[src/rtl/can_tx_framer.sv]
// CAN 2.0A base-frame transmitter: serialises SOF..IFS one bit per bit_tick with
// bit stuffing and CRC-15, detects arbitration loss and captures the ACK slot.
module can_tx_framer #(
  parameter logic [14:0] POLY = 15'h4599
) (
  input  logic        clk,
  input  logic        rst,
  input  logic        bit_tick,
  input  logic        req,
  input  logic [10:0] id,
  input  logic        rtr,
  input  logic [3:0]  dlc,
  input  logic [63:0] data,
  input  logic        rx,
  output logic        tx,
  output logic        ready,
  output logic        done,
  output logic        acked,
  output logic        arb_lost
);

  typedef enum logic [3:0] {
    StIdle, StStart, StSof, StArb, StCtrl, StData, StCrc,
    StCrcDelim, StAck, StAckDelim, StEof, StIfs
  } state_e;

  state_e      state_q, state_d;
  logic [5:0]  cnt_q, cnt_d;
  logic [14:0] crc_q, crc_d;
  logic [2:0]  run_q, run_d;
  logic        stuff_q, stuff_d;
  logic        tx_q, tx_d;
  logic        ready_q, ready_d;
  logic        done_q, done_d;
  logic        acked_q, acked_d;
  logic        arb_q, arb_d;

  logic [10:0] id_q;
  logic        rtr_q;
  logic [3:0]  dlc_q;
  logic [63:0] data_q;
  logic [3:0]  nbytes_q;
  logic        load;

  state_e      adv_state, tgt_state;
  logic [5:0]  adv_cnt, tgt_cnt, data_last;
  logic        tgt_bit, nxt, ins_stuff, lose, in_stuff_region;
  logic [14:0] crc_step;

  assign data_last = 6'({nbytes_q, 3'b000} - 7'd1);

  // Field position following the current real bit.
  always_comb begin
    adv_state = state_q;
    adv_cnt   = cnt_q + 6'd1;
    case (state_q)
      StIdle:  begin adv_state = StIdle; adv_cnt = '0; end
      StStart: begin adv_state = StSof;  adv_cnt = '0; end
      StSof:   begin adv_state = StArb;  adv_cnt = '0; end
      StArb:   if (cnt_q == 6'd11) begin adv_state = StCtrl; adv_cnt = '0; end
      StCtrl: begin
        if (cnt_q == 6'd5) begin
          adv_cnt = '0;
          if (nbytes_q != 4'd0) adv_state = StData;
          else                  adv_state = StCrc;
        end
      end
      StData:     if (cnt_q == data_last) begin adv_state = StCrc; adv_cnt = '0; end
      StCrc:      if (cnt_q == 6'd14) begin adv_state = StCrcDelim; adv_cnt = '0; end
      StCrcDelim: begin adv_state = StAck;      adv_cnt = '0; end
      StAck:      begin adv_state = StAckDelim; adv_cnt = '0; end
      StAckDelim: begin adv_state = StEof;      adv_cnt = '0; end
      StEof:      if (cnt_q == 6'd6) begin adv_state = StIfs; adv_cnt = '0; end
      StIfs:      if (cnt_q == 6'd2) begin adv_state = StIdle; adv_cnt = '0; end
      default:    begin adv_state = StIdle; adv_cnt = '0; end
    endcase
  end

  // While a stuff bit is on the bus, state/cnt already point at the pending real bit.
  always_comb begin
    tgt_state = adv_state;
    tgt_cnt   = adv_cnt;
    if (stuff_q) begin
      tgt_state = state_q;
      tgt_cnt   = cnt_q;
    end
  end

  always_comb begin
    tgt_bit = 1'b1;
    case (tgt_state)
      StSof:   tgt_bit = 1'b0;
      StArb:   tgt_bit = (tgt_cnt < 6'd11) ? id_q[4'(10 - tgt_cnt)] : rtr_q;
      StCtrl:  tgt_bit = (tgt_cnt < 6'd2) ? 1'b0 : dlc_q[2'(5 - tgt_cnt)];
      StData:  tgt_bit = data_q[6'(63 - tgt_cnt)];
      StCrc:   tgt_bit = crc_q[4'(14 - tgt_cnt)];
      default: tgt_bit = 1'b1;
    endcase
  end

  assign nxt      = tgt_bit ^ crc_q[14];
  assign crc_step = {crc_q[13:0], 1'b0} ^ (nxt ? POLY : 15'd0);

  assign in_stuff_region = state_q inside {StSof, StArb, StCtrl, StData, StCrc};
  assign ins_stuff       = !stuff_q && in_stuff_region && (run_q == 3'd5);
  assign lose            = !stuff_q && (state_q == StArb) && tx_q && !rx;

  always_comb begin
    state_d = state_q;
    cnt_d   = cnt_q;
    crc_d   = crc_q;
    run_d   = run_q;
    stuff_d = stuff_q;
    tx_d    = tx_q;
    ready_d = ready_q;
    done_d  = 1'b0;
    acked_d = acked_q;
    arb_d   = 1'b0;
    load    = 1'b0;
    if (ready_q) begin
      if (req) begin
        load    = 1'b1;
        ready_d = 1'b0;
        acked_d = 1'b0;
        state_d = StStart;
        cnt_d   = '0;
        crc_d   = '0;
        stuff_d = 1'b0;
        tx_d    = 1'b1;
      end
    end else if (bit_tick) begin
      if (lose) begin
        state_d = StIdle;
        cnt_d   = '0;
        stuff_d = 1'b0;
        tx_d    = 1'b1;
        ready_d = 1'b1;
        arb_d   = 1'b1;
      end else begin
        if (!stuff_q && state_q == StAck) acked_d = ~rx;
        state_d = tgt_state;
        cnt_d   = tgt_cnt;
        if (ins_stuff) begin
          tx_d    = ~tx_q;
          stuff_d = 1'b1;
          run_d   = 3'd1;
        end else begin
          tx_d    = tgt_bit;
          stuff_d = 1'b0;
          if (tgt_bit != tx_q)    run_d = 3'd1;
          else if (run_q != 3'd7) run_d = run_q + 3'd1;
          if (tgt_state inside {StSof, StArb, StCtrl, StData}) crc_d = crc_step;
          if (tgt_state == StIdle) begin
            ready_d = 1'b1;
            done_d  = 1'b1;
          end
        end
      end
    end
  end

  always_ff @(posedge clk or posedge rst) begin
    if (rst) begin
      state_q <= StIdle;
      cnt_q   <= '0;
      crc_q   <= '0;
      run_q   <= '0;
      stuff_q <= 1'b0;
      tx_q    <= 1'b1;
      ready_q <= 1'b1;
      done_q  <= 1'b0;
      acked_q <= 1'b0;
      arb_q   <= 1'b0;
    end else begin
      state_q <= state_d;
      cnt_q   <= cnt_d;
      crc_q   <= crc_d;
      run_q   <= run_d;
      stuff_q <= stuff_d;
      tx_q    <= tx_d;
      ready_q <= ready_d;
      done_q  <= done_d;
      acked_q <= acked_d;
      arb_q   <= arb_d;
    end
  end

  always_ff @(posedge clk or posedge rst) begin
    if (rst) begin
      id_q     <= '0;
      rtr_q    <= 1'b0;
      dlc_q    <= '0;
      data_q   <= '0;
      nbytes_q <= '0;
    end else if (load) begin
      id_q   <= id;
      rtr_q  <= rtr;
      dlc_q  <= dlc;
      data_q <= data;
      if (rtr)         nbytes_q <= 4'd0;
      else if (dlc[3]) nbytes_q <= 4'd8;
      else             nbytes_q <= dlc;
    end
  end

  assign tx       = tx_q;
  assign ready    = ready_q;
  assign done     = done_q;
  assign acked    = acked_q;
  assign arb_lost = arb_q;

endmodule

[config.mk]
export PLATFORM = sky130hd
export DESIGN_NAME = can_tx_framer
export DESIGN_NICKNAME = d
export VERILOG_FILES = /design/src/rtl/can_tx_framer.sv
export SDC_FILE = /design/constraint.sdc
export NUM_CORES = 1
export LEC_CHECK = 0
export BUFFER_PORTS_ARGS = -buffer_cell sky130_fd_sc_hd__buf_2
export CORE_MARGIN = 5
export CORE_UTILIZATION = 55
export DETAILED_ROUTE_END_ITERATION = 10
export GPL_ROUTABILITY_DRIVEN = 0
export PLACE_DENSITY = 0.77
export SYNTH_ARGS = -nofsm -noshare
export SYNTH_HDL_FRONTEND = slang
export SYNTH_SLANG_ARGS = --single-unit
[constraint.sdc]
create_clock -name clk -period 16.3 [get_ports clk]
set_input_delay 0.815 -clock clk [delete_from_list [all_inputs] [get_ports clk]]
set_output_delay 0.815 -clock clk [all_outputs]
set_load 0.02 [all_outputs]
==> flow_summary.rst, run 1 <==
.. list-table::
   :header-rows: 1

   * - Metric
     - Value
   * - Final routed wire length divided by cell count
     - a little under 20 um
   * - Maximum fanout encountered on the critical timing path
     - 33
   * - Largest net degree at the start of global routing
     - 87
   * - Buffers plus inverters on the worst setup path
     - 2
   * - Switching power total
     - 0.426 mW
   * - Final slew viol count
     - 0
   * - Relative contribution of the clock network to total power
     - 0.276
   * - Total iterations of the first detailed-routing run
     - 7
   * - Max stage delay on crit path
     - ~550 ps
   * - Library cell used as clock root buffer
     - sky130_fd_sc_hd__clkbuf_16
   * - Cell Area, Placed
     - approximately 0.0072 mm^2
   * - Number of antenna violations at the first check in global routing
     - 0
   * - Cell area power density
     - roughly 170 mW/mm^2
   * - Die height
     - between 100 and 150 um
   * - All-Layer GR Usage
     - 0.240
   * - Hold violation total from the final report
     - 0
   * - Asr flop ratio synth
     - 1.00
   * - Final setup violation count
     - 0
   * - Number of nets in the layout
     - slightly below 800
   * - Combinational group share of total power
     - 0.321
   * - Top-level I/O count
     - 90
   * - Inserted Clock Buffers
     - 17
   * - Cells after synthesis
     - 621
   * - CTS tree
     - yes
   * - Clock Path Buffers
     - 2
   * - Class of the worst hold path
     - in2async
   * - Number of warnings reported in the yosys synthesis log
     - 0
   * - Setup tns final
     - 0 ps
   * - Minimum hold slack
     - ~410 ps
   * - Cell-by-cell listing of the critical path
     - inv_1 -> ha_1 -> or4b_4 -> o21ba_2 -> o41ai_2 -> and2_1 -> inv_2 -> ha_1 -> and2_1 -> mux2i_1 -> o31a_1 -> nand2_1 -> mux2_2 -> or3_1 -> a32oi_2 -> o211ai_4 -> xor2_1 -> nor4b_2 -> mux2i_1
   * - Final worst clock skew
     - between 7 and 8 ps
   * - Class of the most critical setup path
     - reg2reg
   * - Startpoint type of the worst setup path
     - register
   * - Total die area
     - between 0.01 and 0.015 mm^2
   * - Worst max-slew margin expressed relative to the limit
     - 0.210
   * - Total of cells resized after clock tree synthesis
     - 0
   * - Final worst path period share
     - 0.370
   * - TritonCTS Sinks
     - around 120
   * - Horizontal extent of the die
     - between 100 and 150 um
   * - HPWL after detailed placement
     - ~12 mm
   * - Crit end category
     - register
   * - Worst endpoint required time
     - ~17,000 ps
   * - Site row count
     - 40
   * - Fin util
     - 0.648
   * - Synthesis-to-finish area growth
     - 16.1%
   * - DRC Markers
     - 0
   * - Clock transition at the registers of the reported paths
     - ~60 ps
   * - Fraction of the yosys area taken by sequential cells
     - 0.444
   * - Total wirelength of the detailed-routed design
     - 16.9 mm
   * - Number of vias per cell after detailed routing
     - around 6.3
   * - Top FF cell, synth
     - sky130_fd_sc_hd__dfrtp_1
   * - Outcome
     - completed
   * - Post-synthesis cell area
     - 0.00665 mm^2
   * - Cell-internal power
     - between 0.8 and 0.9 mW
   * - Starting density of the core
     - 0.558
   * - Post-synth EDFFs
     - 0
   * - Part of the power in registers
     - 0.404
   * - Maximum clock frequency
     - 166 MHz
   * - Initial DRC count
     - 580
   * - Clock H-tree levels
     - 4
   * - Endpoint arrival time on the critical path
     - roughly 6300 ps
   * - Count of buffers from port buffering
     - a little under 90
   * - Post-CTS Setup Inserts
     - 0
   * - Static Leak
     - 3.32 nW
   * - Worst IR drop on VDD
     - roughly 0.089 mV
   * - Aggregate global routing overflow
     - 0
   * - Share of cells above drive strength 1
     - 0.330
   * - Fraction of power spent switching nets
     - 0.330
   * - Slowest cell on the critical path
     - sky130_fd_sc_hd__and2_1
   * - Maximum Capacitance Violations
     - 0
   * - Per-instance average area after synthesis
     - ~11 um^2
   * - Shortest clock period the worst path allows after layout
     - around 6000 ps
   * - Number of global-route vias before repair
     - roughly 5,500
   * - Total vias in the final route
     - 5,358
   * - Core area
     - 0.0119 mm^2
   * - Worst-Skew Late Latency
     - around 400 ps
   * - Flops & latches, synth
     - about 120
   * - Transition time of the tightest slew-check pin
     - 1180 ps
   * - Number of hold buffers added after cts
     - 0
   * - Library cells used by synthesis
     - between 70 and 80
   * - Residual antenna-violating net count after detailed routing
     - 0
   * - Syn_nets
     - approximately 720
   * - Final design area excluding fillers
     - between 0.007 and 0.008 mm^2
   * - Diode insertion count for antenna repair
     - 0
   * - Setup repair after global routing missed its margin
     - no
   * - First-pass GRT wire length
     - around 28 mm
   * - Gate family responsible for the most delay along the worst path
     - simple AND/OR/NAND/NOR gates
## metal layers
layer | vias to the layer above | global-route usage | share of wire
li1 | 2456 | - | -
met1 | 2609 | 0.314 | 0.41
met2 | 253 | 0.396 | 0.49
met3 | 40 | 0.0580 | 0.069
met4 | 0 | 0.0744 | 0.025
met5 | - | 0 | 0
## cells by family (layout without fill, tap and decap cells)
kind of cell    after synthesis  in the layout  synth area share
simple gates                158            158             0.118
compound gates              150            150             0.169
fa+ha+maj                    12             12            0.0226
flops                       118            118             0.444
mux                         105            105             0.182
xor+xnor                     18             18            0.0288
buf+inv                      60            146            0.0361
## through the flow
stage	setup WS, ps	total power [mW]	cells
after floorplan	11180	0.817	621
after global placement	10770	0.901	823
after detailed placement	10400	0.928	823
after CTS	10370	1.29	854
after global routing	9770	1.36	854
final	10280	1.29	854
## cells in the final DEF (no fill, tap or decap), types with 4 or more instances in the layout
| cell | count |
|---|---|
| sky130_fd_sc_hd__a211oi_1 | 8 |
| sky130_fd_sc_hd__a32oi_1 | 4 |
| sky130_fd_sc_hd__o31ai_1 | 7 |
| sky130_fd_sc_hd__dfrtp_1 | 116 |
| sky130_fd_sc_hd__nand3_1 | 20 |
| sky130_fd_sc_hd__ha_1 | 12 |
| sky130_fd_sc_hd__buf_2 | 89 |
| sky130_fd_sc_hd__clkbuf_16 | 17 |
| sky130_fd_sc_hd__a21oi_1 | 17 |
| sky130_fd_sc_hd__clkbuf_1 | 4 |
| sky130_fd_sc_hd__and2_1 | 5 |
| sky130_fd_sc_hd__clkinv_2 | 4 |
| sky130_fd_sc_hd__nand4_1 | 5 |
| sky130_fd_sc_hd__or2_2 | 5 |
| sky130_fd_sc_hd__nor2_1 | 18 |
| sky130_fd_sc_hd__a2111oi_0 | 9 |
| sky130_fd_sc_hd__o21ai_0 | 33 |
| sky130_fd_sc_hd__o211ai_1 | 4 |
| sky130_fd_sc_hd__nand2b_1 | 5 |
| sky130_fd_sc_hd__mux4_2 | 4 |
| sky130_fd_sc_hd__a22o_1 | 14 |
| sky130_fd_sc_hd__mux2i_1 | 16 |
| sky130_fd_sc_hd__nor3_1 | 14 |
| sky130_fd_sc_hd__a31oi_1 | 4 |
| sky130_fd_sc_hd__xnor2_1 | 14 |
| sky130_fd_sc_hd__mux2_2 | 85 |
| sky130_fd_sc_hd__inv_1 | 21 |
| sky130_fd_sc_hd__nand2_1 | 64 |
## registers in the layout, indices dropped and copies added (netlist names), 3 cells and up
signal	count
dlc_q	4
cnt_q	6
data_q	64
crc_q	15
state_q	4
run_q	3
nbytes_q	4
id_q	11
## final timing paths
path                                  start          end  slack (ps)  cells past startpoint
worst max-delay path               cnt_q[0]     run_q[0]       10280                     19
min in group clk                nbytes_q[3]  nbytes_q[3]         490                      2
worst min register to register  nbytes_q[3]  nbytes_q[3]         490                      2
worst max register to register     cnt_q[0]     run_q[0]       10280                     19
max in group asynchronous               rst  nbytes_q[0]       14470                      3
worst min-delay path                    rst     crc_q[3]         410                      2
## cells in the mapped netlist, types with 12 or more instances
cell	n	area [um^2]
sky130_fd_sc_hd__mux2_2	85	957
sky130_fd_sc_hd__nand3_1	20	100
sky130_fd_sc_hd__nor2_1	18	67.6
sky130_fd_sc_hd__a22o_1	14	123
sky130_fd_sc_hd__mux2i_1	16	160
sky130_fd_sc_hd__ha_1	12	150
sky130_fd_sc_hd__xnor2_1	14	123
sky130_fd_sc_hd__nor3_1	14	70.1
sky130_fd_sc_hd__o21ai_0	33	165
sky130_fd_sc_hd__nand2_1	65	244
sky130_fd_sc_hd__dfrtp_1	116	2900
sky130_fd_sc_hd__inv_1	22	82.6
sky130_fd_sc_hd__a21oi_1	17	85.1
sky130_fd_sc_hd__clkbuf_1	20	75.1
## power by group through the flow
stage,clock [mW],combinational [mW],sequential (mW)
detailed placement,0,0.407,0.521
global placement,0,0.387,0.513
CTS,0.357,0.414,0.520
global route,0.373,0.456,0.536
floorplan,0,0.337,0.481
finish,0.356,0.414,0.521
## layout make-up
| class | count | area, um^2 |
|---|---|---|
| fillers | 928 | 4190 |
| multi-input cells | 443 | 3470 |
| flip-flops and latches | 118 | 2960 |
| repair buffers | 91 | 460 |
| clock buffers | 22 | 454 |
| well taps | 147 | 184 |
| clock inverters | 9 | 104 |
| inverters | 24 | 92.6 |
## worst reg2reg max path: stages, from the launching register on
cell,delay [ps]
sky130_fd_sc_hd__dfrtp_1,470
sky130_fd_sc_hd__inv_1,100
sky130_fd_sc_hd__ha_1,210
sky130_fd_sc_hd__or4b_4,510
sky130_fd_sc_hd__o21ba_2,280
sky130_fd_sc_hd__o41ai_2,330
sky130_fd_sc_hd__and2_1,550
sky130_fd_sc_hd__inv_2,420
sky130_fd_sc_hd__ha_1,410
sky130_fd_sc_hd__and2_1,180
sky130_fd_sc_hd__mux2i_1,200
sky130_fd_sc_hd__o31a_1,280
sky130_fd_sc_hd__nand2_1,160
sky130_fd_sc_hd__mux2_2,300
sky130_fd_sc_hd__or3_1,320
sky130_fd_sc_hd__a32oi_2,260
sky130_fd_sc_hd__o211ai_4,170
sky130_fd_sc_hd__xor2_1,200
sky130_fd_sc_hd__nor4b_2,370
sky130_fd_sc_hd__mux2i_1,160
Note: power is estimated with default switching activity, not from simulation.
==> run 2, diff against run 1 <==
==> constraint.sdc (replaced) <==
create_clock -name clk -period 5.9 [get_ports clk]
set_input_delay 0.295 -clock clk [delete_from_list [all_inputs] [get_ports clk]]
set_output_delay 0.295 -clock clk [all_outputs]
set_load 0.02 [all_outputs]
==> flow_summary.rst, run 2 (synthesized netlist as in run 1, its figures left out) <==
.. list-table::
   :header-rows: 1

   * - Metric
     - Value
   * - Outcome
     - completed
   * - All-Layer GR Usage
     - 0.237
   * - CTS tree
     - yes
   * - Diode insertion count for antenna repair
     - 0
   * - Top-level I/O count
     - 90
   * - Final routed wire length divided by cell count
     - between 15 and 20 um
   * - Hold violation total from the final report
     - 0
   * - Starting density of the core
     - 0.558
   * - Final setup violation count
     - 0
   * - Clock transition at the registers of the reported paths
     - 60 ps
   * - Final slew viol count
     - 0
   * - Final worst clock skew
     - between 10 and 15 ps
   * - Transition time of the tightest slew-check pin
     - about 1200 ps
   * - Site row count
     - 40
   * - Maximum clock frequency
     - roughly 180 MHz
   * - Shortest clock period the worst path allows after layout
     - roughly 5400 ps
   * - Top Registers
     - data_q x64, crc_q x15, id_q x11
   * - Crit end category
     - register
   * - Worst max-slew margin expressed relative to the limit
     - 0.199
   * - First-pass GRT wire length
     - approximately 27 mm
   * - Setup tns final
     - 0 ps
   * - Most frequent standard cell in the layout excluding fill and tap cells
     - sky130_fd_sc_hd__dfrtp_1
   * - Maximum fanout encountered on the critical timing path
     - 8
   * - Share of cells above drive strength 1
     - 0.339
   * - Total wirelength of the detailed-routed design
     - approximately 17 mm
   * - Most frequent cells in the layout
     - sky130_fd_sc_hd__dfrtp_1, sky130_fd_sc_hd__buf_2, sky130_fd_sc_hd__mux2_2, sky130_fd_sc_hd__nand2_1, sky130_fd_sc_hd__o21ai_0
   * - HPWL after detailed placement
     - 11.8 mm
   * - Worst Setup Slack post-DPL
     - 589 ps
   * - Count of buffers from port buffering
     - around 90
   * - Worst-Skew Late Latency
     - 420 ps
   * - Total die area
     - 0.0144 mm^2
   * - Aggregate global routing overflow
     - 0
   * - Startpoint type of the worst setup path
     - register
   * - Static Leak
     - 3.35 nW
   * - Final worst path period share
     - 0.920
   * - Post-CTS Setup Inserts
     - 0
   * - Library cell used as clock root buffer
     - sky130_fd_sc_hd__clkbuf_16
   * - Setup repair after global routing missed its margin
     - no
   * - Post-layout worst setup margin
     - between 400 and 500 ps
   * - Horizontal extent of the die
     - between 100 and 150 um
   * - Clock H-tree levels
     - 4
   * - Worst IR drop on VDD
     - approximately 0.27 mV
   * - Clock Path Buffers
     - 2
   * - Cell area power density
     - roughly 460 mW/mm^2
   * - Number of antenna violations at the first check in global routing
     - 0
   * - DRC Markers
     - 0
   * - Synthesis-to-finish area growth
     - 17.3%
   * - Flip-flop count of the largest register, all copies and words added
     - between 60 and 70
   * - Class of the most critical setup path
     - reg2reg
   * - Largest net degree at the start of global routing
     - 86
   * - Total vias in the final route
     - between 5,000 and 6,000
   * - Maximum Capacitance Violations
     - 0
   * - Inserted Clock Buffers
     - 17
   * - Endpoint arrival time on the critical path
     - between 5000 and 6000 ps
   * - TritonCTS Sinks
     - about 120
   * - Power after layout
     - 3.61 mW
   * - Number of vias per cell after detailed routing
     - just over 6
   * - Total of cells resized after clock tree synthesis
     - 0
   * - Class of the worst hold path
     - in2reg
   * - Register with the most flip-flops
     - data_q
   * - Die height
     - 120 um
   * - Worst endpoint required time
     - 6180 ps
   * - Total iterations of the first detailed-routing run
     - 8
   * - Core area
     - ~0.012 mm^2
   * - Number of nets in the layout
     - 798
   * - Residual antenna-violating net count after detailed routing
     - 0
   * - Number of hold buffers added after cts
     - 1
   * - Initial DRC count
     - around 470
   * - Number of global-route vias before repair
     - 5,458
==> run 2: cell count changes in the layout (fill, tap and decap cells not counted), sizes merged <==
cell         previous run  this run
clkbuf                 22        19
dlygate4sd3             0         1
buf                    91        96
clkinvlp                2         5
clkinv                  5         3
inv                    24        27
==> run 2: final cells by class <==
| type | instances | area (um^2) |
|---|---|---|
| fill | 901 | 4120 |
| inverter | 24 | 92.6 |
| multi-input combinational | 443 | 3470 |
| tap | 147 | 184 |
| clock inverter | 13 | 146 |
| timing repair buffer | 97 | 508 |
| clock buffer | 19 | 443 |
| sequential | 118 | 2960 |
==> run 2: critical path, cell delays in order, from the launching register on <==
cell and delay, ps:
sky130_fd_sc_hd__dfrtp_1 400, sky130_fd_sc_hd__inv_1 130, sky130_fd_sc_hd__ha_1 320, sky130_fd_sc_hd__o21ai_0 210, sky130_fd_sc_hd__a2111oi_0 810, sky130_fd_sc_hd__o41a_1 510, sky130_fd_sc_hd__nor2_4 80, sky130_fd_sc_hd__inv_2 70
sky130_fd_sc_hd__ha_1 260, sky130_fd_sc_hd__and2_1 180, sky130_fd_sc_hd__nand2_1 80, sky130_fd_sc_hd__o22a_1 260, sky130_fd_sc_hd__nand2_1 180, sky130_fd_sc_hd__mux2_2 360, sky130_fd_sc_hd__or3_1 330, sky130_fd_sc_hd__a32oi_2 260
sky130_fd_sc_hd__o211ai_4 170, sky130_fd_sc_hd__xor2_1 200, sky130_fd_sc_hd__nor4b_2 340, sky130_fd_sc_hd__mux2i_1 150
==> run 2: routing by layer <==
metal	track usage	vias up	share of wire
met1	0.305	2641	0.42
met4	0.0852	0	0.022
met2	0.400	216	0.50
met5	0	-	0
li1	-	2471	-
met3	0.0457	32	0.058
==> run 2: power breakdown <==
part / internal (mW) / switching (mW)
clock network: 0.636 / 0.392
registers: 1.18 / 0.259
logic: 0.590 / 0.556
total: 2.40 / 1.21
==> run 2: metrics by stage <==
stage / instances / instance area, um^2 / util / hold slack (ps)
floorplan: 621 / 6650 / - / 403
global placement: 828 / 7200 / 0.604 / 317
detailed placement: 828 / 7200 / 0.604 / 326
CTS: 861 / 7800 / 0.655 / 86.6
global route: 861 / 7800 / 0.655 / 101
finish: 861 / 7800 / 0.655 / 90.7
==> run 2: final timing paths <==
path	slack (ps)	startpoint	end	cells after the start
max	470	state_q[2]	run_q[0]	19
min	90	rx	acked	2
min reg2reg	490	nbytes_q[3]	nbytes_q[3]	2
max in group asynchronous	4070	rst	dlc_q[0]	4
min in group asynchronous	420	rst	id_q[8]	3
max reg2reg	470	state_q[2]	run_q[0]	19
==> run 3, diff against run 2 <==
==> constraint.sdc (replaced) <==
create_clock -name clk -period 6.85 [get_ports clk]
set_input_delay 0.3425 -clock clk [delete_from_list [all_inputs] [get_ports clk]]
set_output_delay 0.3425 -clock clk [all_outputs]
set_load 0.02 [all_outputs]
==> flow_summary.rst, run 3 (synthesized netlist as in run 1, its figures left out) <==
.. list-table::
   :header-rows: 1

   * - Metric
     - Value
   * - Class of the most critical setup path
     - reg2reg
   * - Count of buffers from port buffering
     - roughly 90
   * - Transition time of the tightest slew-check pin
     - around 1200 ps
   * - Setup slack of the most critical reg-to-reg path
     - 860 ps
   * - Maximum Capacitance Violations
     - 0
   * - Cell-internal power
     - about 2.0 mW
   * - Most frequent cells in the layout
     - sky130_fd_sc_hd__dfrtp_1, sky130_fd_sc_hd__buf_2, sky130_fd_sc_hd__mux2_2, sky130_fd_sc_hd__nand2_1, sky130_fd_sc_hd__o21ai_0
   * - Slowest cell on the critical path
     - sky130_fd_sc_hd__nor4_1
   * - Endpoint of the lowest-slack register-to-register path
     - run_q[2]
   * - Clock transition at the registers of the reported paths
     - 50 ps
   * - Cell-by-cell listing of the critical path
     - ha_1 -> nand2_1 -> nor4_1 -> o41a_1 -> and2_1 -> inv_2 -> ha_1 -> and2_1 -> mux2i_1 -> o31a_1 -> nand2_1 -> mux2_2 -> or3_1 -> a32oi_2 -> o211ai_4 -> xor2_1 -> nor4b_2 -> a22o_1
   * - Core area
     - about 0.012 mm^2
   * - DRC Markers
     - 0
   * - Final worst path period share
     - 0.874
   * - Number of antenna violations at the first check in global routing
     - 0
   * - Residual antenna-violating net count after detailed routing
     - 0
   * - Diode insertion count for antenna repair
     - 0
   * - Total iterations of the first detailed-routing run
     - 5
   * - Number of global-route vias before repair
     - 5,579
   * - Worst-Skew Late Latency
     - around 400 ps
   * - TritonCTS Sinks
     - approximately 120
   * - Most frequent standard cell in the layout excluding fill and tap cells
     - sky130_fd_sc_hd__dfrtp_1
   * - First-pass GRT wire length
     - roughly 27 mm
   * - Logic depth of the worst register-to-register path
     - 18
   * - Top Registers
     - data_q x64, crc_q x15, id_q x11
   * - Clock H-tree levels
     - 4
   * - Endpoint arrival time on the critical path
     - about 6300 ps
   * - HPWL after detailed placement
     - between 10 and 15 mm
   * - Worst max-slew margin expressed relative to the limit
     - 0.214
   * - Final routed wire length divided by cell count
     - 19.3 um
   * - Switching power total
     - between 1 and 1.5 mW
   * - Hold path depth
     - 3
   * - Maximum fanout encountered on the critical timing path
     - 33
   * - Total die area
     - about 0.014 mm^2
   * - Register with the most flip-flops
     - data_q
   * - Combinational group share of total power
     - 0.322
   * - Worst endpoint required time
     - about 7200 ps
   * - Outcome
     - completed
   * - Fraction of power spent switching nets
     - 0.330
   * - Combined area of the multi-input logic cells
     - 0.00347 mm^2
   * - Inserted Clock Buffers
     - 17
   * - Number of vias per cell after detailed routing
     - 6.31
   * - Buffers plus inverters on the worst setup path
     - 1
   * - Max stage delay on crit path
     - slightly below 800 ps
   * - Crit end category
     - register
   * - Worst IR drop on VDD
     - around 0.22 mV
   * - Starting density of the core
     - 0.558
   * - All-Layer GR Usage
     - 0.234
   * - Static Leak
     - around 3.3 nW
   * - Part of the power in registers
     - 0.407
   * - Post-layout worst setup margin
     - between 800 and 900 ps
   * - Total wirelength of the detailed-routed design
     - roughly 17 mm
   * - Final Instance Count excl. Fillers
     - roughly 860
   * - Aggregate global routing overflow
     - 0
   * - Setup tns final
     - 0 ps
   * - Post-CTS Setup Inserts
     - 0
   * - Gate family responsible for the most delay along the worst path
     - simple AND/OR/NAND/NOR gates
   * - Site row count
     - 40
   * - Startpoint type of the worst setup path
     - register
   * - Relative contribution of the clock network to total power
     - 0.271
   * - Start point of the worst min-delay path
     - id[2]
   * - Top-level I/O count
     - 90
   * - Total of cells resized after clock tree synthesis
     - 0
   * - Die height
     - ~120 um
   * - Class of the worst hold path
     - in2reg
   * - Initial DRC count
     - 390
   * - Library cell used as clock root buffer
     - sky130_fd_sc_hd__clkbuf_16
   * - Shortest clock period the worst path allows after layout
     - approximately 6000 ps
   * - Final worst clock skew
     - slightly above 9 ps
   * - Largest net degree at the start of global routing
     - between 80 and 90
   * - Share of cells above drive strength 1
     - 0.332
   * - Number of nets in the layout
     - 793
   * - Source of the worst register-to-register timing path
     - cnt_q[0]
   * - Number of fillers in the final layout
     - approximately 910
   * - Setup repair after global routing missed its margin
     - no
   * - CTS tree
     - yes
   * - Final slew viol count
     - 0
   * - Worst Setup Slack post-DPL
     - 1010 ps
   * - Cell area power density
     - about 400 mW/mm^2
   * - Number of hold buffers added after cts
     - 1
   * - Clock Path Buffers
     - 2
   * - Min-Delay Endpoint
     - id_q[2]
   * - Final setup violation count
     - 0
   * - Synthesis-to-finish area growth
     - 16.1%
   * - Footprint of the flip-flops and latches
     - 0.00296 mm^2
   * - Flip-flop count of the largest register, all copies and words added
     - between 60 and 70
   * - Total vias in the final route
     - 5,399
   * - Total instance count after detailed placement
     - about 820
   * - Hold violation total from the final report
     - 0
   * - Horizontal extent of the die
     - roughly 120 um
   * - Maximum clock frequency
     - 167 MHz
-- run 3: changes by cell type in the layout (fill, tap and decap cells not counted), sizes merged --
cell,change
clkinvlp,-5
bufinv,-1
clkinv,+5
buf,-5
inv,-3
clkbuf,+3
-- run 3: metrics by stage --
step	utilization	total power [mW]	instance area [um^2]	hold WS (ps)
finish	0.648	3.05	7720	148
global route	0.648	3.22	7720	161
CTS	0.648	3.05	7720	146
detailed placement	0.601	2.20	7160	385
global placement	0.601	2.14	7160	374
floorplan	-	1.95	6650	450
-- run 3: power groups by stage --
stage,Sequential [mW],Combinational (mW),Clock (mW)
after global routing,1.27,1.08,0.864
after CTS,1.23,0.981,0.833
after global placement,1.23,0.918,0
after detailed placement,1.24,0.966,0
final,1.24,0.982,0.825
after floorplan,1.14,0.801,0
-- run 3: tightest hold or removal path, delay by kind of cell --
kind | cells | cell delay, ps
and+or+nand+nor | 1 | 30
AOI/OAI and AO/OA | 1 | 60
buffers and inverters | 1 | 70
-- run 3: area by class of cell --
| type | instances | area share |
|---|---|---|
| clock buffers | 22 | 0.0614 |
| clock inverters | 9 | 0.0100 |
| inverters | 24 | 0.0120 |
| multi-input cells | 443 | 0.449 |
| flip-flops and latches | 118 | 0.383 |
| well taps | 147 | 0.0238 |
| repair buffers | 92 | 0.0609 |
-- run 3: how the worst max path moves through the flow --
stage / startpoint / endpoint / slack, ps / depth (start not counted)
after floorplan: state_q[3] / run_q[0] / 1730 / 22
after global placement: cnt_q[0] / run_q[0] / 1340 / 19
after detailed placement: cnt_q[0] / run_q[2] / 1010 / 18
after CTS: cnt_q[0] / run_q[2] / 960 / 18
after global routing: cnt_q[0] / run_q[2] / 400 / 18
final: cnt_q[0] / run_q[2] / 860 / 18
-- run 3: routing by layer --
metal	up-vias	share of wire	track usage
met1	2632	0.41	0.298
met5	-	0	0
li1	2466	-	-
met3	33	0.073	0.0514
met2	268	0.50	0.394
met4	0	0.018	0.0787
